===== src/rtl/peak_dpu_lsu_ctrl.sv =====
// Load/store sequencer between the DPU execute stage and the data bus: alignment check,
// single-outstanding req/gnt/rvld transaction, byte-lane steering, load extension and bus timeout.
module peak_dpu_lsu_ctrl #(
    parameter int TIMEOUT_CYC = 255
) (
    input  logic        clk,
    input  logic        rst_n,
    input  logic        ls_vld_i,
    output logic        ls_rdy_o,
    input  logic [2:0]  ls_op_i,
    input  logic [31:0] ls_addr_i,
    input  logic [31:0] ls_wdata_i,
    input  logic [4:0]  ls_wr_addr_i,
    input  logic        ls_flush_i,
    output logic        ls_done_o,
    output logic        wb_vld_o,
    output logic [4:0]  wb_addr_o,
    output logic [31:0] wb_data_o,
    output logic        ls_err_o,
    output logic [1:0]  ls_err_cause_o,
    output logic        bus_req_o,
    input  logic        bus_gnt_i,
    output logic        bus_we_o,
    output logic [31:0] bus_addr_o,
    output logic [3:0]  bus_be_o,
    output logic [31:0] bus_wdata_o,
    input  logic        bus_rvld_i,
    input  logic [31:0] bus_rdata_i,
    input  logic        bus_err_i
);

    typedef enum logic [2:0] {
        OP_LB = 3'd0, OP_LH, OP_LW, OP_LBU, OP_LHU, OP_SB, OP_SH, OP_SW
    } op_e;

    typedef enum logic [1:0] {SZ_B, SZ_H, SZ_W} size_e;

    typedef enum logic [2:0] {S_IDLE, S_REQ, S_WAIT, S_DONE, S_ERR} state_e;

    localparam logic [1:0] CAUSE_MISALIGN = 2'b01;
    localparam logic [1:0] CAUSE_BUS      = 2'b10;
    localparam logic [1:0] CAUSE_TIMEOUT  = 2'b11;
    localparam logic [7:0] CNT_LAST       = 8'(TIMEOUT_CYC - 1);

    state_e      state_q;
    op_e         op_q;
    logic [1:0]  lane_q;
    logic [4:0]  rd_q;
    logic        killed_q;
    logic [7:0]  cnt_q;
    logic        ls_done_q, wb_vld_q, ls_err_q;
    logic [4:0]  wb_addr_q;
    logic [31:0] wb_data_q;
    logic [1:0]  ls_err_cause_q;
    logic        bus_req_q, bus_we_q;
    logic [31:0] bus_addr_q, bus_wdata_q;
    logic [3:0]  bus_be_q;

    size_e       in_size;
    logic        in_store, in_misaligned;
    logic [3:0]  in_be;
    logic [31:0] in_wdata;

    // Decode of the op presented at the input, used only in the accept cycle.
    always_comb begin
        // NOTE: every always_comb output gets a default first so no path can infer a latch.
        in_size       = SZ_W;
        in_misaligned = 1'b0;
        in_be         = 4'b1111;
        in_wdata      = ls_wdata_i;
        in_store      = (ls_op_i >= 3'(OP_SB));
        case (op_e'(ls_op_i))
            OP_LB, OP_LBU, OP_SB: in_size = SZ_B;
            OP_LH, OP_LHU, OP_SH: in_size = SZ_H;
            default:              in_size = SZ_W;
        endcase
        case (in_size)
            SZ_B: begin
                in_be    = 4'b0001 << ls_addr_i[1:0];
                in_wdata = {4{ls_wdata_i[7:0]}};
            end
            SZ_H: begin
                in_misaligned = ls_addr_i[0];
                in_be         = 4'b0011 << {ls_addr_i[1], 1'b0};
                in_wdata      = {2{ls_wdata_i[15:0]}};
            end
            default: in_misaligned = |ls_addr_i[1:0];
        endcase
    end

    logic [7:0]  rd_byte;
    logic [15:0] rd_half;
    logic [31:0] ld_data;

    always_comb begin
        case (lane_q)
            2'd0:    rd_byte = bus_rdata_i[7:0];
            2'd1:    rd_byte = bus_rdata_i[15:8];
            2'd2:    rd_byte = bus_rdata_i[23:16];
            default: rd_byte = bus_rdata_i[31:24];
        endcase
        rd_half = lane_q[1] ? bus_rdata_i[31:16] : bus_rdata_i[15:0];
        case (op_q)
            OP_LB:   ld_data = {{24{rd_byte[7]}}, rd_byte};
            OP_LBU:  ld_data = {24'd0, rd_byte};
            OP_LH:   ld_data = {{16{rd_half[15]}}, rd_half};
            OP_LHU:  ld_data = {16'd0, rd_half};
            default: ld_data = bus_rdata_i;
        endcase
    end

    always_ff @(posedge clk or negedge rst_n) begin
        if (!rst_n) begin
            state_q        <= S_IDLE;
            op_q           <= OP_LB;
            lane_q         <= 2'd0;
            rd_q           <= 5'd0;
            killed_q       <= 1'b0;
            cnt_q          <= 8'd0;
            ls_done_q      <= 1'b0;
            wb_vld_q       <= 1'b0;
            wb_addr_q      <= 5'd0;
            wb_data_q      <= 32'd0;
            ls_err_q       <= 1'b0;
            ls_err_cause_q <= 2'b00;
            bus_req_q      <= 1'b0;
            bus_we_q       <= 1'b0;
            bus_addr_q     <= 32'd0;
            bus_be_q       <= 4'd0;
            bus_wdata_q    <= 32'd0;
        end else begin
            // NOTE: non-blocking assignments throughout, so every branch sees start-of-cycle state.
            ls_done_q <= 1'b0;
            wb_vld_q  <= 1'b0;
            ls_err_q  <= 1'b0;
            case (state_q)
                S_IDLE: begin
                    if (ls_vld_i && !ls_flush_i) begin
                        op_q     <= op_e'(ls_op_i);
                        lane_q   <= ls_addr_i[1:0];
                        rd_q     <= ls_wr_addr_i;
                        killed_q <= 1'b0;
                        if (in_misaligned) begin
                            state_q        <= S_ERR;
                            ls_err_q       <= 1'b1;
                            ls_err_cause_q <= CAUSE_MISALIGN;
                        end else begin
                            state_q     <= S_REQ;
                            cnt_q       <= 8'd0;
                            bus_req_q   <= 1'b1;
                            bus_we_q    <= in_store;
                            bus_addr_q  <= {ls_addr_i[31:2], 2'b00};
                            bus_be_q    <= in_be;
                            bus_wdata_q <= in_wdata;
                        end
                    end
                end
                S_REQ: begin
                    if (ls_flush_i && !bus_gnt_i) begin
                        state_q   <= S_IDLE;
                        bus_req_q <= 1'b0;
                    end else if (bus_gnt_i) begin
                        // A granted access must still be drained, even if it is being flushed.
                        state_q   <= S_WAIT;
                        bus_req_q <= 1'b0;
                        killed_q  <= ls_flush_i;
                        cnt_q     <= cnt_q + 8'd1;
                    end else if (cnt_q >= CNT_LAST) begin
                        state_q        <= S_ERR;
                        bus_req_q      <= 1'b0;
                        ls_err_q       <= 1'b1;
                        ls_err_cause_q <= CAUSE_TIMEOUT;
                    end else begin
                        cnt_q <= cnt_q + 8'd1;
                    end
                end
                S_WAIT: begin
                    if (bus_rvld_i) begin
                        if (killed_q || ls_flush_i) begin
                            state_q <= S_IDLE;
                        end else if (bus_err_i) begin
                            state_q        <= S_ERR;
                            ls_err_q       <= 1'b1;
                            ls_err_cause_q <= CAUSE_BUS;
                        end else begin
                            state_q   <= S_DONE;
                            ls_done_q <= 1'b1;
                            if (op_q < OP_SB) begin
                                wb_vld_q  <= 1'b1;
                                wb_addr_q <= rd_q;
                                wb_data_q <= ld_data;
                            end
                        end
                    end else if (cnt_q >= CNT_LAST) begin
                        if (killed_q || ls_flush_i) begin
                            state_q <= S_IDLE;
                        end else begin
                            state_q        <= S_ERR;
                            ls_err_q       <= 1'b1;
                            ls_err_cause_q <= CAUSE_TIMEOUT;
                        end
                    end else begin
                        cnt_q <= cnt_q + 8'd1;
                        if (ls_flush_i) killed_q <= 1'b1;
                    end
                end
                default: state_q <= S_IDLE;
            endcase
        end
    end

    assign ls_rdy_o       = (state_q == S_IDLE);
    assign ls_done_o      = ls_done_q;
    assign wb_vld_o       = wb_vld_q;
    assign wb_addr_o      = wb_addr_q;
    assign wb_data_o      = wb_data_q;
    assign ls_err_o       = ls_err_q;
    assign ls_err_cause_o = ls_err_cause_q;
    assign bus_req_o      = bus_req_q;
    assign bus_we_o       = bus_we_q;
    assign bus_addr_o     = bus_addr_q;
    assign bus_be_o       = bus_be_q;
    assign bus_wdata_o    = bus_wdata_q;

endmodule

===== config.mk =====
export PLATFORM = sky130hd
export DESIGN_NAME = peak_dpu_lsu_ctrl
export DESIGN_NICKNAME = d
export VERILOG_FILES = /design/src/rtl/peak_dpu_lsu_ctrl.sv
export SDC_FILE = /design/constraint.sdc
export NUM_CORES = 1
export LEC_CHECK = 0
export ABC_AREA = 1
export CORE_AREA = 2 2 120 122
export CTS_CLUSTER_DIAMETER = 200
export DETAILED_ROUTE_END_ITERATION = 6
export DIE_AREA = 0 0 122 124
export PLACE_DENSITY = 0.91
export SYNTH_ARGS = -nofsm -noshare
export SYNTH_HDL_FRONTEND = slang
export SYNTH_SLANG_ARGS = --single-unit
export TNS_END_PERCENT = 1

===== constraint.sdc =====
create_clock -name clk -period 4.5 [get_ports clk]
set_clock_uncertainty 0.1 [all_clocks]
set_input_delay 1.125 -clock clk [delete_from_list [all_inputs] [get_ports clk]]
set_output_delay 1.125 -clock clk [all_outputs]
set_load 0.05 [all_outputs]

==> results of run 1 <==
[flip-flops by register name, indices dropped and copies added, names as in the netlist]
| signal | count |
|---|---|
| bus_be_o | 4 |
| ls_err_o | 1 |
| op_q | 3 |
| ls_done_o | 1 |
| bus_we_o | 1 |
| lane_q | 2 |
| bus_wdata_o | 32 |
| state_q | 3 |
| wb_vld_o | 1 |
| wb_data_o | 32 |
| wb_addr_o | 5 |
| rd_q | 5 |
| cnt_q | 8 |
| ls_err_cause_o | 2 |
| killed_q | 1 |
| bus_req_o | 1 |
| bus_addr_o | 30 |
[cell families (layout without fill, tap and decap cells)]
family          after synthesis  count (layout)  share of synthesized area, %
compound gates              135             135                         10.72
flops                       132             132                         48.72
other cells                   1               2                       0.05531
simple gates                513             513                         31.17
xor+xnor                      1               1                        0.1292
fa+ha+maj                     2               2                        0.3690
buf+inv                     127             347                         8.839
[per-stage QoR]
step | instances | instance area, µm² | setup slack (ns) | utilization (%) | hold WS, ns
2_1_floorplan | 912 | 6784 | 2.252 | - | 0.3424
3_3_place_gp | 1281 | 9010 | 1.232 | 65.67 | 0.3623
3_5_place_dp | 1281 | 9010 | 1.091 | 65.67 | 0.3621
4_1_cts | 1312 | 9603 | 1.240 | 70.00 | 0.3796
5_1_grt | 1312 | 9603 | 1.184 | 70.00 | 0.3890
6_report | 1312 | 9603 | 1.268 | 70.00 | 0.3752
[area by class of cell]
type	count	area [µm²]	share of cell area, %
clock inverter	9	128.9	1.342
clock buffer	22	464.2	4.834
inverter	87	326.6	3.401
sequential	132	3303	34.40
tap	180	225.2	2.345
timing repair buffer	229	2273	23.67
multi-input combinational	653	2882	30.01
[cells in the mapped netlist, drive strengths merged]
| cell | instances | area share [%] |
|---|---|---|
| a21oi | 31 | 2.7 |
| or2 | 17 | 1.6 |
| nand3 | 42 | 3.3 |
| dfrtp | 132 | 49 |
| o21bai | 3 | 0.33 |
| ha | 2 | 0.37 |
| o211ai | 2 | 0.22 |
| nand4 | 7 | 0.74 |
| xor2 | 1 | 0.13 |
| buf | 35 | 3.7 |
| inv | 87 | 4.8 |
| conb | 1 | 0.055 |
| clkbuf | 5 | 0.30 |
| nand2 | 417 | 23 |
| a22oi | 1 | 0.11 |
| a21o | 1 | 0.11 |
| nor2 | 30 | 2.2 |
| o21ai | 97 | 7.2 |
[layer usage]
metal  vias to the layer above  wire, µm  global-route usage, %
li1                       3259         -                      -
met2                       334      9801                  47.77
met4                         0       434                  10.13
met1                      3142      7615                  31.61
met3                        43      2035                  8.745
met5                         -         0                      0
[final timing paths]
| path | start | slack (ns) | end |
|---|---|---|---|
| min reg2reg | wb_data_o[3] | 0.38 | wb_data_o[3] |
| max reg2reg | lane_q[1] | 2.04 | wb_data_o[24] |
| max | state_q[2] | 1.27 | ls_rdy_o |
| min | wb_data_o[3] | 0.38 | wb_data_o[3] |
| max in group asynchronous | rst_n | 2.78 | rd_q[1] |
| min in group asynchronous | rst_n | 0.73 | wb_data_o[19] |
[power by group]
part	internal [mW]	switching, mW
logic	1.27	2.73
registers	1.67	0.350
clock network	0.895	0.512
[worst max-delay path, stage by stage, from the launching register on]
cell and delay (ns):
dfrtp_1 0.39, nor2_2 0.17, nand2_1 0.11, inv_2 0.11, clkdlybuf4s50_1 0.81
==> run metrics, run 1 <==
status finished, final reports clean; Pwr Density 773.9 mW/mm²; vias per cell 5.166; Die W 122 µm; TritonCTS clock tree yes; first-pass GRT wire length 32.19 mm; area grow syn2layout 41.63%; first drt pass iteration count 5; pin count of the biggest net entering global routing 107; fill cell count 1077; Longest Clk Path Bufs 2; critical path class reg2out; minimum clock period 3.232 ns; max cap viols 0; mapped cell area 0.006780 mm²; # hold bufs at CTS 0; Power Total 7.431 mW; commonest non-fill, non-tap cell in the layout nand2_1; period utilisation layout 71.82%; slew at the pin closest to its max-slew limit 1.048 ns; Total Nets Final 1233; startpoint class of the critical path flip-flop; drt drc 0; share of cells above drive strength 1 6.449%; grt total ovfl 0; Detail Placement HPWL 14.00 mm; final setup violation count 0; RSZ-0062 raised after global routing no; WL/cell 15.16 µm; CP required 3.27 ns; hold path cells 2; cell count after synthesis 911; initial antenna violation count 0; GP Congestion 0.8932; Site Rows 43; Initial Utilization 49.42%; Reg clk slew, reported paths 0.06 ns; average cell area after synthesis 7.443 µm²; die height 124 µm; TritonCTS Sinks 132; worst-path maximum fanout 4; port buffer count 221; #FFs+latches synth 132; Distinct cells, synth 35; Peak supply drop 0.5940 mV; Routed Antenna Nets 0; io pins 224; Worst Reg-to-Reg Cells 6; Hold Path Class reg2reg; First DRT Iteration DRCs 595; # Post-CTS Setup Buffers 0; Max Slew Vio Count 0; TNS Setup 0 ns; CTS Buf Count 17; register area share after synthesis 48.72%; root buffer cell clkbuf_16; post-CTS resize count 0; CP endpoint kind primary output; Slew HR 30.15%; vias in the first global route 6673; Crit path arrival time 2.01 ns; commonest non-fill, non-tap cells in the layout nand2_1 (410), clkdlybuf4s50_1 (220), dfrtp_1 (132); antenna diode instance count 0; DR vias 6778; leakage 4.898 nW; Global Route Usage Sum 27.38%; Post-Route WL 19.89 mm; Core Box Area 0.01372 mm²; worst skew pair latency 0.41 ns; yosys warns 0; total die area 0.01513 mm²; # H-tree levels 4; highest achievable clock rate 309.4 MHz; Final Hold Viols 0
No activity file was read; power rests on OpenSTA's default activity.
==> run 2, diff against run 1 <==
- CORE_AREA: 2 2 120 122 -> 2 2 131 133
- DIE_AREA: 0 0 122 124 -> 0 0 133 135
- PLACE_DENSITY: 0.91 -> 0.82
- clock period: 4.5 -> 2.9 ns (I/O delays scaled with it)
==> run 2 against run 1 <==
Combinational power up 56%. Largest cell class unchanged. Via count down 1.2%. Global-route usage down 5.3 points. Flip-flop and latch count unchanged. Highest routed layer unchanged. First-iteration DRC count down 28%. Setup slack worse by 0.85 ns. Critical endpoint unchanged.
==> run metrics, run 2 (synthesis results as in run 1) <==
vias per cell 4.939 (was 5.166); drt drc 0 (unchanged); status finished, final reports clean (unchanged); Post-Route WL 19.58 mm (was 19.89 mm); CTS Buf Count 17 (unchanged); RSZ-0062 raised after global routing no (unchanged); TNS Setup 0 ns (unchanged); Longest Clk Path Bufs 2 (unchanged); Reg clk slew, reported paths 0.06 ns (about the same); reg-to-reg endpoint wb_data_o[5] (was wb_data_o[24]); CP required 2.08 ns (was 3.27 ns); First DRT Iteration DRCs 427 (was 595); met1 usage 26.16% (was 31.61%); Total Nets Final 1236 (was 1233); worst-path maximum fanout 4 (unchanged); DR vias 6697 (was 6778); vias in the first global route 6318 (was 6673); period utilisation layout 85.56%; crit-path max cell delay 0.43 ns (was 0.81 ns); minimum clock period 2.481 ns; Slew HR 53.80% (was 30.15%); root buffer cell clkbuf_16 (unchanged); die height 135 µm (was 124 µm); first-pass GRT wire length 31.44 mm (was 32.19 mm); Detail Placement HPWL 14.14 mm (was 14.00 mm); commonest non-fill, non-tap cells in the layout nand2_1 (410), clkdlybuf4s50_1 (219), dfrtp_1 (132) (was nand2_1 (410), clkdlybuf4s50_1 (220), dfrtp_1 (132)); leakage 4.910 nW (was 4.898 nW); pin count of the biggest net entering global routing 71 (was 107); share of cells above drive strength 1 7.042% (was 6.449%); Worst path top cell family by delay buffers and inverters (unchanged); hold slack 0.2155 ns (was 0.3752 ns); Max Slew Vio Count 0 (unchanged); Global Route Usage Sum 22.07% (was 27.38%); TritonCTS clock tree yes (unchanged); Hold Path Class in2async (was reg2reg); Initial Utilization 41.33% (was 49.42%); Cell Count, Final, Fillers Out 1356 (was 1312); critical-path cell list nor2_2, nand2_1, inv_2, dlymetal6s2s_1 (was nor2_2, nand2_1, inv_2, clkdlybuf4s50_1); Routed Antenna Nets 0 (unchanged); port buffer count 221 (unchanged); Final Hold Viols 0 (unchanged); dpl cell area 0.009133 mm² (was 0.009010 mm²); Crit. Startpoint state_q[2] (unchanged); max cap viols 0 (unchanged); slowest stage cell, crit path dlymetal6s2s_1 (was clkdlybuf4s50_1); Worst Reg-to-Reg Cells 9 (was 6); slew at the pin closest to its max-slew limit 0.6929 ns (was 1.048 ns); total die area 0.01796 mm² (was 0.01513 mm²); initial antenna violation count 1 (was 0); fin area 0.009677 mm² (was 0.009603 mm²); Placed Cells 1324 (was 1281); antenna diode instance count 0 (unchanged); Crit path arrival time 1.66 ns (was 2.01 ns); area grow syn2layout 42.72% (was 41.63%); io pins 224 (unchanged); critical path class reg2out (unchanged); # hold bufs at CTS 0 (unchanged); grt total ovfl 0 (unchanged); commonest non-fill, non-tap cell in the layout nand2_1 (unchanged); reg2reg setup slack 1.05 ns (was 2.04 ns); fill cell count 1491 (was 1077); # H-tree levels 4 (unchanged); first drt pass iteration count 7 (was 5); startpoint class of the critical path flip-flop (unchanged); Die W 133 µm (was 122 µm); met2 Track Usage GR 36.36% (was 47.77%); Peak supply drop 0.7100 mV (was 0.5940 mV); met3 Use GR 8.183% (was 8.745%); Site Rows 47 (was 43); Critical path destination ls_rdy_o (unchanged); CP Buf/Inv Count 2 (unchanged); Power Total 11.31 mW (was 7.431 mW); worst skew pair latency 0.41 ns (about the same); GP Congestion 0.8877 (was 0.8932); Pwr Density 1169 mW/mm² (was 773.9 mW/mm²); GR peak layer met2 (unchanged); WP depth 4 (unchanged); R2R Path Start op_q[0] (was lane_q[1]); CP endpoint kind primary output (unchanged); WL/cell 14.44 µm (was 15.16 µm); TritonCTS Sinks 132 (unchanged); Core Box Area 0.01641 mm² (was 0.01372 mm²); final setup violation count 0 (unchanged); highest achievable clock rate 403.0 MHz
run 2: how the worst min path moves through the flow:
stage / cells past startpoint / from / end
2_1_floorplan: 0 / rst_n / bus_addr_o[10]
3_3_place_gp: 2 / killed_q / killed_q
3_5_place_dp: 2 / killed_q / killed_q
4_1_cts: 1 / rst_n / wb_data_o[21]
5_1_grt: 1 / rst_n / wb_data_o[21]
6_report: 1 / rst_n / wb_data_o[21]
run 2: where the power goes:
group / switching [mW] / internal [mW] / total, mW / leakage (nW)
clock network: 0.854 / 1.12 / 1.98 / 0.260
registers: 0.481 / 2.60 / 3.08 / 1.69
logic: 4.26 / 2.00 / 6.25 / 2.96
run 2: area by class of cell:
class                   count  area [µm²]  area share [%]
flip-flops and latches    132        3303           34.14
well taps                 220       275.3           2.845
clock inverters            14       102.6           1.060
multi-input cells         653        2882           29.78
repair buffers            232        2349           24.27
clock buffers              18       439.2           4.538
inverters                  87       326.6           3.375
run 2: what timing repair did:
action                                  in CTS  in global routing
endpoints found under the setup margin       0                  1
gates resized for setup                      0                  1
hold endpoints to repair                     0                  0
buffers inserted                             0                  0
run 2: stage by stage:
step,utilization [%],setup slack (ns)
after global placement,55.66,0.3067
after global routing,58.98,0.3189
after detailed placement,55.66,0.2529
after CTS,58.96,0.002900
after floorplan,-,1.052
final,58.98,0.4187
run 2: routing by layer:
layer | vias to the layer above | wire (µm)
met5 | - | 0
met4 | 0 | 427
met3 | 33 | 2031
met2 | 289 | 9314
met1 | 3112 | 7810
li1 | 3263 | -
